--- config.mk ---
export PLATFORM = sky130hd
export DESIGN_NAME = so_ml_search
export DESIGN_NICKNAME = d
export VERILOG_FILES = /design/src/rtl/so_ml_search.sv
export SDC_FILE = /design/constraint.sdc
export NUM_CORES = 1
export LEC_CHECK = 0
export BUFFER_PORTS_ARGS = -buffer_cell sky130_fd_sc_hd__buf_4
export CORE_MARGIN = 2
export CORE_UTILIZATION = 50
export CTS_BUF_LIST = sky130_fd_sc_hd__clkbuf_8
export DETAILED_ROUTE_END_ITERATION = 7
export PLACE_DENSITY = 0.7
export SKIP_CTS_REPAIR_TIMING = 1
export SLEW_MARGIN = 20
export SYNTH_ARGS = -nofsm -noshare
export SYNTH_HDL_FRONTEND = slang
export SYNTH_SLANG_ARGS = --single-unit
--- constraint.sdc ---
create_clock -name clk -period 15.1 [get_ports clk]
set_input_delay 3.02 -clock clk [delete_from_list [all_inputs] [get_ports clk]]
set_output_delay 3.02 -clock clk [all_outputs]
set_load 0.03 [all_outputs]
--- src/rtl/so_ml_search.sv ---
// Maximum-likelihood search over a 16-entry spatial-modulation codebook.
// Holds one received 8-element complex vector and walks every codebook entry
// once per search (256 cycles), accumulating squared Euclidean distance per
// candidate and reporting the closest one. Ties resolve to the lower index.
module so_ml_search #(
  parameter int unsigned W   = 8,
  parameter int unsigned AMP = 64,
  localparam int unsigned MW = 2*(W+2)+4
) (
  input  logic            clk,
  input  logic            rst_n,
  input  logic            start,
  input  logic [16*W-1:0] y_in,
  output logic [3:0]      cb_cand,
  output logic            cb_re,
  output logic [2:0]      cb_elem,
  input  logic [1:0]      cb_data,
  output logic            busy,
  output logic            done,
  output logic [3:0]      best_idx,
  output logic [MW-1:0]   best_metric
);

  localparam int unsigned PW = 2*(W+2);
  localparam logic signed [W+1:0] AmpS = (W+2)'(AMP);

  typedef enum logic [1:0] {StIdle, StRun, StDone} state_e;

  state_e            state_q, state_d;
  logic [7:0]        cnt_q, cnt_d;
  logic [MW-1:0]     acc_q, acc_d;
  logic [MW-1:0]     best_int_q, best_int_d;
  logic [3:0]        best_idx_int_q, best_idx_int_d;
  logic [16*W-1:0]   y_q, y_d;
  logic              busy_q, busy_d;
  logic              done_q, done_d;
  logic [3:0]        best_idx_q, best_idx_d;
  logic [MW-1:0]     best_metric_q, best_metric_d;

  logic [3:0]            y_word;
  logic [W-1:0]          y_sel;
  logic signed [W+1:0]   cb_val;
  logic signed [W+1:0]   diff;
  logic signed [PW-1:0]  sq;
  logic [PW-1:0]         term;
  logic [MW-1:0]         m;
  logic                  better;

  // Address ports follow the counter only while searching.
  assign cb_cand = (state_q == StRun) ? cnt_q[7:4] : 4'd0;
  assign cb_elem = (state_q == StRun) ? cnt_q[3:1] : 3'd0;
  assign cb_re   = (state_q == StRun) ? ~cnt_q[0]  : 1'b0;

  assign busy        = busy_q;
  assign done        = done_q;
  assign best_idx    = best_idx_q;
  assign best_metric = best_metric_q;

  // Datapath: distance term for the entry currently addressed.
  always_comb begin
    // Word 2e+1 is the real part of element e, word 2e the imaginary part.
    y_word = {cnt_q[3:1], ~cnt_q[0]};
    y_sel  = y_q[32'(y_word) * W +: W];
    case (cb_data)
      2'b01:   cb_val = AmpS;
      2'b11:   cb_val = -AmpS;
      default: cb_val = '0;  // 2'b10 is illegal and treated as zero
    endcase
    diff   = $signed({{2{y_sel[W-1]}}, y_sel}) - cb_val;
    sq     = diff * diff;
    term   = sq;
    m      = acc_q + {{(MW-PW){1'b0}}, term};
    better = (m < best_int_q);
  end

  // Next-state logic for the search sequencer.
  always_comb begin
    state_d        = state_q;
    cnt_d          = cnt_q;
    acc_d          = acc_q;
    best_int_d     = best_int_q;
    best_idx_int_d = best_idx_int_q;
    y_d            = y_q;
    busy_d         = busy_q;
    done_d         = 1'b0;
    best_idx_d     = best_idx_q;
    best_metric_d  = best_metric_q;
    unique case (state_q)
      StIdle: begin
        if (start) begin
          y_d            = y_in;
          cnt_d          = '0;
          acc_d          = '0;
          best_int_d     = '1;
          best_idx_int_d = '0;
          busy_d         = 1'b1;
          state_d        = StRun;
        end
      end
      StRun: begin
        if (cnt_q[3:0] == 4'hF) begin
          if (better) begin
            best_int_d     = m;
            best_idx_int_d = cnt_q[7:4];
          end
          acc_d = '0;
        end else begin
          acc_d = m;
        end
        if (cnt_q == 8'hFF) begin
          best_idx_d    = better ? cnt_q[7:4] : best_idx_int_q;
          best_metric_d = better ? m : best_int_q;
          done_d        = 1'b1;
          state_d       = StDone;
        end else begin
          cnt_d = cnt_q + 8'd1;
        end
      end
      StDone: begin
        busy_d  = 1'b0;
        state_d = StIdle;
      end
      default: state_d = StIdle;
    endcase
  end

  // State registers; asynchronous reset aborts any search in flight.
  always_ff @(posedge clk or negedge rst_n) begin
    if (!rst_n) begin
      state_q        <= StIdle;
      cnt_q          <= '0;
      acc_q          <= '0;
      best_int_q     <= '0;
      best_idx_int_q <= '0;
      y_q            <= '0;
      busy_q         <= 1'b0;
      done_q         <= 1'b0;
      best_idx_q     <= '0;
      best_metric_q  <= '0;
    end else begin
      state_q        <= state_d;
      cnt_q          <= cnt_d;
      acc_q          <= acc_d;
      best_int_q     <= best_int_d;
      best_idx_int_q <= best_idx_int_d;
      y_q            <= y_d;
      busy_q         <= busy_d;
      done_q         <= done_d;
      best_idx_q     <= best_idx_d;
      best_metric_q  <= best_metric_d;
    end
  end

endmodule

# After elaboration in Yosys (flattened, before gate mapping)
# Index checks and enable logic that the tools add are counted.
dict set report word_totals {
  ram_bits 0
  rom_bits 0
  latch_bits 0
  mem_count 0
  out_inout_bits 38
  reg_bits 220
}
dict set report classes {
  multipliers 1
  n_addsub 3
  mux 25
  bitwise 1
  eq_ne 10
  div 0
  n_reduce_logical 10
  n_shift 1
  n_lt_le_gt_ge 1
}
# operator count
set ops {}
lappend ops {{$shiftx 128x8->8} 1}
lappend ops {{$mux 24} 5}
lappend ops {{$pmux 24 s2} 2}
lappend ops {{$add 24x20->24} 1}
lappend ops {{$lt 24x24->1} 1}
lappend ops {{$mul 10x10->20} 1}
lappend ops {{$pmux 10 s2} 1}
lappend ops {{$mux 4} 4}
lappend ops {{$mux 8} 2}
lappend ops {{$pmux 8 s2} 1}
lappend ops {{$reduce_and 2->1} 5}
lappend ops {{$sub 8x10->10} 1}
lappend ops {{$add 8x1->8 const B} 1}
lappend ops {{$eq 8x8->1 const B} 1}
lappend ops {{$pmux 4 s2} 1}
lappend ops {{$reduce_and 3->1} 2}
lappend ops {{$eq 2x1->1 const B} 2}
lappend ops {{$eq 2x2->1 const B} 2}
lappend ops {{$eq 4x4->1 const B} 1}
lappend ops {{$mux 1} 4}
lappend ops {{$mux 2} 2}
lappend ops {{$ne 2x1->1 const B} 2}
lappend ops {{$ne 2x2->1 const B} 2}
lappend ops {{$pmux 2 s2} 1}
lappend ops {{5 further kinds} 6}

# Depth between registers and ports, before layout
# Gate-level depths: netlist of the first run.
dict set report logic_depth {
  depth_word 9
  depth_mapped 47
  ltp_nobuf 41
}

# Worst setup path after synthesis of the first run
# No wires, ideal clock.
dict set report synth_path {
  path_type {input -> register}
  from {in cb_data[0]}
  to {reg best_idx_q[0], in the netlist best_idx[0]}
  t_required_ps 14964
  setup_ps 136
  path_buffers 4
  path_stages 39
  setup_slack_ps 3055
  arrival_ps 11909
  cell_sequence {clkbuf_1 ha_1 inv_1 fa_1 clkbuf_1 inv_1 clkbuf_1 nand2_1 inv_1 fa_1 fa_1 fa_1 fa_1 inv_1 fa_1 inv_1 ha_1 a21o_1 [3 not listed] a21oi_1 a22oi_1 xor2_1 ha_1 a2111oi_0 nand2b_1 o21ai_0 xnor2_1 ha_1 nand3_1 nor2_1 a21oi_1 a21oi_1 a2111oi_4 nand2_2 buf_2 mux2i_1 o21ai_0}
}
dict set report synth_between {
  elab_chain_len 7
}
# item line_no
set synth_rtl {}
lappend synth_rtl {{start, declared} 17} ;# input logic [1:0] cb_data,
lappend synth_rtl {{$eq 2x2->1 / $eq 2x1->1 (equally long branches)} 64} ;# case (cb_data)
lappend synth_rtl {{$pmux 10 s2 (*)} 64}
lappend synth_rtl {{$sub 8x10->10 (*)} 69} ;# diff = $signed({{2{y_sel[W-1]}}, y_sel}) - cb_val;
lappend synth_rtl {{$mul 10x10->20 (*)} 70} ;# sq = diff * diff;
lappend synth_rtl {{$add 24x20->24 (*)} 72} ;# m = acc_q + {{(MW-PW){1'b0}}, term};
lappend synth_rtl {{$lt 24x24->1 (*)} 73} ;# better = (m < best_int_q);
lappend synth_rtl {{$mux 4 (*)} -}
lappend synth_rtl {{end signal, assigned} 149} ;# best_idx_q <= best_idx_d;
lappend synth_rtl {{end, declared} 37} ;# logic [3:0] best_idx_q, best_idx_d;
# Mark *: on every way between the ends. The rest lies on a longest branch, timed or not.
# A chain may end at the register's enable or synchronous reset.

# Worst setup path after layout of the first run
dict set report layout_path {
  from {in cb_data[0]}
  to {reg best_metric_q[22], in the netlist best_metric[22]}
}
dict set report layout_between {
  elab_chain_len 7
}
# item line_no
set layout_rtl {}
lappend layout_rtl {{$eq 2x2->1 / $eq 2x1->1 (equally long branches)} 64}
lappend layout_rtl {{$pmux 10 s2 (*)} 64}
lappend layout_rtl {{$sub 8x10->10 (*)} 69}
lappend layout_rtl {{$mul 10x10->20 (*)} 70}
lappend layout_rtl {{$add 24x20->24 (*)} 72}
lappend layout_rtl {{$lt 24x24->1} 73}
lappend layout_rtl {{$mux 24 (*)} -}
lappend layout_rtl {{end signal, assigned} 150} ;# best_metric_q <= best_metric_d;
lappend layout_rtl {{end, declared} 38} ;# logic [MW-1:0] best_metric_q, best_metric_d;
# Marks and branches as above.

==> metrics.yaml, run 1 <==
floorplanning:
  ioPinCount: 171
  design.core.area_sq_um: 28900
  initial_utilization: 0.510
  die_w_um: 176
  dieArea_sq_um: 30800
  die_y_um: 176
  rows: 62
cells_and_area:
  area_delta_synth_final_pct: 15.6
  final_cell_mix: "nand2_1 (463), dfrtp_1 (219), inv_1 (187), buf_4 (181), ha_1 (97)"
  fillers: 2551
  antennaDiodeCount: 0
  final_common_cell: "nand2_1"
  nNetsFinal: 2028
  drive_gt1_frac: 0.171
sta:
  max_freq_mhz: 79.5
  tightestPinTransition_ps: 1050
  hold_slack_ps: 469
  period_share: 0.833
  finalCriticalPeriod_ps: 12580
  final-setup-viol-count: 0
  skew_ps: 26.2
  slew-limit-headroom: 0.302
  slew_viol_final: 0
  rsz0062_at_grt: "false"
  fin_tns_setup_ps: 0
  finalHoldViolations: 0
clocking:
  tritoncts: "yes"
  clk_root_buffer_cell: "clkbuf_8"
  numCtsBuffers: 39
  cts_buffer_depth: 3
  clock-sinks: 220
  htree_levels: 2
  insertion_delay_ps: 540
  path_clk_slew_ps: 60
detailed_routing:
  drt_iter0_markers: 665
  vias_per_cell: 5.24
  drc: 0
  dr_total_vias: 11100
  dr.pass1.iters: 5
  antenna_left: 0
  wire_per_inst_um: 16.0
  routed_wl_mm: 33.9
critical_path:
  r2r-start: "cnt_q[0]"
  critPathKind: "in2reg"
  critPathMaxStageDelay_ps: 610
  r2r_slack_ps: 2600
  crit_arrival_ps: 13030
  end_kind: "flip-flop"
  rr_endpoint: "best_metric[22]"
  cp-start-kind: "input pin"
  critical_path.slowest_cell: "fa_1"
  worstPathMaxFanout: 28
  reg2reg_depth: 39
  required_ps: 15550
  crit_top_cell: "fa_1"
job:
  cap_violations: 0
synth:
  async_reset_ff_frac: 1.00
  ys_warn_count: 0
  synth_ff_type: "dfrtp_1"
  synth_cell_types: 67
  synth-seq-cells: 220
  syn-instance-count: 1564
  synth.net_count: 1873
  yosysTopAreaCellShare: 0.374
  seq_area_frac_synth: 0.374
  synth_edf_count: 0
  yosys-top-cells-area: "dfrtp_1 (37%), nand2_1 (12%), fa_1 (11%)"
  yosysTopAreaCell: "dfrtp_1"
  syn-cell-area_sq_um: 14700
  syn-mean-instance-area_sq_um: 9.42
grt:
  grt_pass1_vias: 11400
  grt_max_degree: 88
  antenna_found_initial: 1
  grt.overflow.total: 0
  grt_pass1_wl_mm: 56.6
  track_usage: 0.229
outcome:
  status: "finished clean"
placed_design:
  portBuffers: 170
  gp_congestion: 0.861
  hpwlAfterDp_mm: 25.2
min_path:
  hp-start: "y_q[49]"
  hold_path_end: "y_q[49]"
  hp-class: "reg2reg"
  holdPathStages: 2
cells in the mapped netlist (22+ instances only):
library cell / instances
nand2_1: 463
dfrtp_1: 220
inv_1: 174
ha_1: 97
fa_1: 79
nor2_1: 56
clkbuf_1: 53
a21oi_1: 51
o21ai_0: 47
mux4_2: 40
xnor2_1: 33
mux2i_1: 29
and2_1: 23
a31oi_1: 22
cell type report:
type,instances,area (sq um),area share
multi-input cells,1100,8280,0.487
flip-flops and latches,220,5510,0.323
repair buffers,183,1390,0.0814
inverters,175,657,0.0386
clock buffers,46,633,0.0372
well taps,384,480,0.0282
clock inverters,18,80.1,0.00470
how the worst max path moves through the flow:
stage	start	to	slack (ps)
after floorplan	cb_data[0]	best_idx[0]	3060
after global placement	cb_data[0]	best_metric[22]	2250
after detailed placement	cb_data[0]	best_metric[22]	2020
after CTS	cb_data[0]	best_metric[22]	2590
after global routing	cnt_q[0]	best_metric[22]	1560
final	cb_data[0]	best_metric[22]	2520
metal layers:
metal / GRT usage / share of wire
met5: 0 / 0.00035
met4: 0.0640 / 0.024
met3: 0.0448 / 0.060
met2: 0.367 / 0.47
met1: 0.319 / 0.44
kinds of logic after synthesis:
| logic type | share of synthesized area |
|---|---|
| simple gates | 0.167 |
| compound gates | 0.0917 |
| mux | 0.0832 |
| fa+ha+maj | 0.190 |
| xor+xnor | 0.0307 |
| flops | 0.374 |
| buf+inv | 0.0642 |
worst max-delay path: cells and delay by family:
kind            cells  cell delay, ps
simple gates        6            1530
fa+ha+maj          10            4130
xor+xnor            2             400
mux                 1             490
compound gates     11            2660
buf+inv             6             790
registers in the layout, summed over array words and instances (netlist names):
register / count
y_q: 128
acc_q: 24
best_int_q: 24
best_metric: 24
cnt_q: 8
best_idx: 4
best_idx_int_q: 4
state_q: 2
busy: 1
done: 1
stage by stage:
| stage | area [sq um] | utilization | instances | setup slack, ps |
|---|---|---|---|---|
| 3_3_place_gp | 16300 | 0.565 | 2062 | 2250 |
| 4_1_cts | 17000 | 0.590 | 2126 | 2590 |
| 2_1_floorplan | 14700 | - | 1564 | 3060 |
| 3_5_place_dp | 16300 | 0.565 | 2062 | 2020 |
| 5_1_grt | 17000 | 0.590 | 2126 | 1560 |
| 6_report | 17000 | 0.590 | 2126 | 2520 |
Power of run 1 is not shown: default switching activity piles up to over one toggle a cycle in this logic, so the estimate is an artifact.
==> run 2: changes to the inputs <==
--- a/config.mk
+++ b/config.mk
@@ -10,7 +10,7 @@
 export CORE_UTILIZATION = 50
 export CTS_BUF_LIST = sky130_fd_sc_hd__clkbuf_8
 export DETAILED_ROUTE_END_ITERATION = 7
-export PLACE_DENSITY = 0.7
+export PLACE_DENSITY = 0.73
 export SKIP_CTS_REPAIR_TIMING = 1
 export SLEW_MARGIN = 20
 export SYNTH_ARGS = -nofsm -noshare
==> constraint.sdc (replaced) <==
create_clock -name clk -period 10.4 [get_ports clk]
set_input_delay 2.08 -clock clk [delete_from_list [all_inputs] [get_ports clk]]
set_output_delay 2.08 -clock clk [all_outputs]
set_load 0.03 [all_outputs]
==> metrics.yaml, run 2 (same netlist as run 1, synthesis figures left out) <==
outcome:
  status: "finished clean"
cells_and_area:
  final_common_cell: "nand2_1"
  largest_register_ff_count: 128  # unchanged
  regArea_sq_um: 5510  # about the same
  area_delta_synth_final_pct: 22.7
  final_cell_mix: "nand2_1 (461), buf_4 (265), dfrtp_1 (218), inv_1 (186), ha_1 (93)"
  fillers: 2405  # -5.7%
  drive_gt1_frac: 0.232  # +0.0612
  largest-register: "y_q"
  fin_area_sq_um: 18100  # +6.2%
  multi_input_area_sq_um: 8530  # +2.9%
  antennaDiodeCount: 0  # unchanged
  nNetsFinal: 2122  # +4.6%
sta:
  final-setup-viol-count: 0  # unchanged
  slew_viol_final: 0  # unchanged
  fin_tns_setup_ps: 0  # unchanged
  tightestPinTransition_ps: 1080  # +30.3 ps
  finalHoldViolations: 0  # unchanged
  layout_setup_ws_ps: 290  # -2230 ps
  period_share: 0.972
  skew_ps: 23.8  # -2.41 ps
  hold_slack_ps: 472  # +3.02 ps
  max_freq_mhz: 98.9
  finalCriticalPeriod_ps: 10110
  slew-limit-headroom: 0.282  # -0.0202
grt:
  grt.overflow.total: 0  # unchanged
  track_usage: 0.230  # +0.00125
  grt_pass1_vias: 11900  # +4.0%
  antenna_found_initial: 0  # -1
  grt_max_degree: 105  # +19%
  grt_pass1_wl_mm: 57.3  # +1.1%
clocking:
  clock-sinks: 220  # unchanged
  cts_buffer_depth: 3  # unchanged
  tritoncts: "yes"
  numCtsBuffers: 38  # -2.6%
  insertion_delay_ps: 540  # about the same
  path_clk_slew_ps: 60  # about the same
  clk_root_buffer_cell: "clkbuf_8"
  htree_levels: 2  # unchanged
job:
  cap_violations: 0  # unchanged
detailed_routing:
  dr.pass1.iters: 5  # unchanged
  vias_per_cell: 5.27  # +0.67%
  antenna_left: 0  # unchanged
  dr_total_vias: 11700  # +5.2%
  drt_iter0_markers: 718  # +8.0%
  routed_wl_mm: 35.6  # +4.9%
  drc: 0  # unchanged
  wire_per_inst_um: 16.0  # +0.34%
floorplanning:
  die_y_um: 176  # unchanged
  initial_utilization: 0.510  # unchanged
  ioPinCount: 171  # unchanged
  design.core.area_sq_um: 28900  # unchanged
  die_w_um: 176  # unchanged
  dieArea_sq_um: 30800  # unchanged
  rows: 62  # unchanged
placed_design:
  hpwlAfterDp_mm: 25.8  # +2.7%
  pre_cts_ws_ps: -292  # -2310 ps
  gp_congestion: 0.864  # +0.35%
  place_area_sq_um: 16900  # +3.6%
  portBuffers: 170  # unchanged
critical_path:
  end_kind: "flip-flop"
  required_ps: 10760  # -4790 ps
  crit_arrival_ps: 10470  # -2560 ps
  worstPathMaxFanout: 11  # -61%
  critical_path.slowest_cell: "mux4_2"
  cp-start-kind: "flip-flop"
  critPathMaxStageDelay_ps: 570  # -40 ps
  critPathKind: "reg2reg"
min_path:
  hp-class: "reg2reg"
## run 2: cell types whose count changed in the layout (fill, tap and decap cells not counted), moves of 4 or more
| cell | previous run | this run |
|---|---|---|
| a21oi_2 | 1 | 7 |
| buf_4 | 181 | 265 |
| ha_1 | 97 | 93 |
| buf_12 | 0 | 4 |
| a21oi_1 | 51 | 44 |
## run 2: layout make-up
cell class / count / share of cell area
clock inverter: 21 / 0.00519
inverter: 175 / 0.0366
multi-input combinational: 1101 / 0.472
sequential: 220 / 0.305
tap: 384 / 0.0266
clock buffer: 44 / 0.0335
timing repair buffer: 277 / 0.122
## run 2: critical path: cells and delay by family, from the launching register on
family	cells	cell delay, ps
compound gates	9	1710
xor+xnor	2	470
fa+ha+maj	10	3930
buf+inv	8	830
flops	1	530
mux	3	1310
simple gates	6	1140
## run 2: path summary, 6_finish.rpt
kind                               start             end  slack (ps)  cells past startpoint
worst max-delay path            cnt_q[0]  best_int_q[12]         290                     38
worst min-delay path             y_q[60]         y_q[60]         470                      2
worst max register to register  cnt_q[0]  best_int_q[12]         290                     38
worst min register to register   y_q[60]         y_q[60]         470                      2
max in group asynchronous          rst_n         y_q[69]        6730                      3
min in group asynchronous          rst_n        acc_q[3]        1590                      1
## run 2: per-layer routing
layer / up-vias / global-route usage / part of all wire
met5: - / 0 / 0
met4: 0 / 0.0782 / 0.028
met3: 75 / 0.0379 / 0.053
met2: 350 / 0.386 / 0.49
met1: 5688 / 0.305 / 0.43
li1: 5598 / - / -
## run 2: through the flow
stage / util / instances
finish: 0.626 / 2222
global route: 0.626 / 2222
CTS: 0.610 / 2196
detailed placement: 0.585 / 2131
global placement: 0.585 / 2131
floorplan: - / 1564
Power of run 2 is left out for the same reason.
==> run 3: changes to the inputs <==
--- a/config.mk
+++ b/config.mk
@@ -10,9 +10,12 @@
 export CORE_UTILIZATION = 50
 export CTS_BUF_LIST = sky130_fd_sc_hd__clkbuf_8
 export DETAILED_ROUTE_END_ITERATION = 7
+export MAX_ROUTING_LAYER = met4
 export PLACE_DENSITY = 0.73
+export RECOVER_POWER = 50
 export SKIP_CTS_REPAIR_TIMING = 1
 export SLEW_MARGIN = 20
 export SYNTH_ARGS = -nofsm -noshare
 export SYNTH_HDL_FRONTEND = slang
 export SYNTH_SLANG_ARGS = --single-unit
+export TNS_END_PERCENT = 1
==> metrics.yaml, run 3 (same netlist as run 1, synthesis figures left out) <==
cells_and_area:
  area_delta_synth_final_pct: 22.5
  multi_input_area_sq_um: 8520  # -0.10%
  regArea_sq_um: 5510  # unchanged
  nNetsFinal: 2122  # unchanged
  drive_gt1_frac: 0.230  # -0.00272
  largest-register: "y_q"
  largest_register_ff_count: 128  # unchanged
  final_cell_mix: "nand2_1 (461), buf_4 (263), dfrtp_1 (218), inv_1 (186), ha_1 (93)"
  antennaDiodeCount: 0  # unchanged
  final_cells: 2222  # unchanged
  fillers: 2413  # +0.33%
  final_common_cell: "nand2_1"
floorplanning:
  dieArea_sq_um: 30800  # unchanged
  ioPinCount: 171  # unchanged
  die_w_um: 176  # unchanged
  initial_utilization: 0.510  # unchanged
  design.core.area_sq_um: 28900  # unchanged
  rows: 62  # unchanged
  die_y_um: 176  # unchanged
sta:
  period_share: 0.972  # about the same
  layout_setup_ws_ps: 289  # -1.24 ps
  finalCriticalPeriod_ps: 10110  # +1.24 ps
  max_freq_mhz: 98.9  # about the same
  hold_slack_ps: 472  # +0.0260 ps
  final-setup-viol-count: 0  # unchanged
  slew-limit-headroom: -2.68  # -2.96
  finalHoldViolations: 0  # unchanged
  skew_ps: 24.9  # +1.08 ps
  tightestPinTransition_ps: 5520  # +4450 ps
  slew_viol_final: 156  # +156
outcome:
  violations: "max-capacitance violations, max-slew violations"
  status: "finished with violations"
detailed_routing:
  drc: 0  # unchanged
  drt_iter0_markers: 817  # +14%
  routed_wl_mm: 35.7  # +0.32%
  wire_per_inst_um: 16.1  # +0.32%
  antenna_left: 0  # unchanged
  vias_per_cell: 5.28  # +0.27%
  dr_total_vias: 11700  # +0.27%
  dr.pass1.iters: 5  # unchanged
grt:
  grt_pass1_wl_mm: 57.3  # about the same
  antenna_found_initial: 0  # unchanged
  grt_pass1_vias: 11900  # -0.076%
  track_usage: 0.237  # +0.00699
  grt.overflow.total: 0  # unchanged
  grt_max_degree: 105  # unchanged
critical_path:
  crit_arrival_ps: 10470  # about the same
  cp-start-kind: "flip-flop"
  path_buf_inv: 8  # unchanged
  critical_path.slowest_cell: "mux4_2"
  critPathMaxStageDelay_ps: 570  # about the same
  crit_family: "adder cells"
  end_kind: "flip-flop"
  critPathKind: "reg2reg"
  worstPathMaxFanout: 11  # unchanged
  required_ps: 10760  # about the same
placed_design:
  pre_cts_ws_ps: -292  # unchanged
  dpl.cell_count: 2131  # unchanged
  portBuffers: 170  # unchanged
  gp_congestion: 0.881  # +1.9%
  hpwlAfterDp_mm: 25.8  # unchanged
clocking:
  cts_buffer_depth: 3  # unchanged
  insertion_delay_ps: 530  # about the same
  tritoncts: "yes"
  htree_levels: 2  # unchanged
  clock-sinks: 220  # unchanged
  numCtsBuffers: 38  # unchanged
  path_clk_slew_ps: 60  # about the same
  clk_root_buffer_cell: "clkbuf_8"
job:
  cap_violations: 2  # +2
min_path:
  hp-class: "reg2reg"
==> run 3: cell count changes in the layout (fill, tap and decap cells not counted) <==
| cell | change |
|---|---|
| buf_4 | -2 |
| buf_8 | -1 |
| clkbuf_1 | +3 |
| mux2i_1 | +1 |
| mux2i_2 | -1 |
| nor3b_1 | +1 |
| nor3b_2 | -1 |
==> run 3: through the flow <==
stage | TNS (ps) | util | instance area [sq um]
floorplan | 0 | - | 14800
global placement | -5200 | 0.585 | 16900
detailed placement | -12630 | 0.585 | 16900
CTS | 0 | 0.610 | 17600
global route | -4690 | 0.625 | 18000
finish | 0 | 0.625 | 18000
==> run 3: worst paths after layout <==
path                       depth (start not counted)              to      from  slack [ps]
max in group asynchronous                          3         y_q[50]     rst_n        1930
min in group asynchronous                          1   best_int_q[4]     rst_n        3570
setup / recovery                                  38  best_int_q[12]  cnt_q[0]         290
hold / removal                                     2         y_q[60]   y_q[60]         470
setup reg to reg                                  38  best_int_q[12]  cnt_q[0]         290
hold reg to reg                                    2         y_q[60]   y_q[60]         470
==> run 3: worst min-delay path: stages (launching register included) <==
cell	delay, ps
dfrtp_1	340
nand2_1	50
nand2_1	50
==> run 3: area by class of cell <==
class,instances,share of cell area
clock buffers,44,0.0336
clock inverters,21,0.00520
repair buffers,277,0.121
flip-flops and latches,220,0.305
inverters,175,0.0366
well taps,384,0.0266
multi-input cells,1101,0.472
==> run 3: per-layer routing <==
layer,up-vias,wire length (um),share of wire,global-route usage
met4,0,945,0.026,0.0782
met3,72,1880,0.053,0.0351
met1,5709,15400,0.43,0.307
met2,361,17500,0.49,0.386
met5,-,0,0,-
li1,5601,-,-,-
Power of run 3 is left out for the same reason.
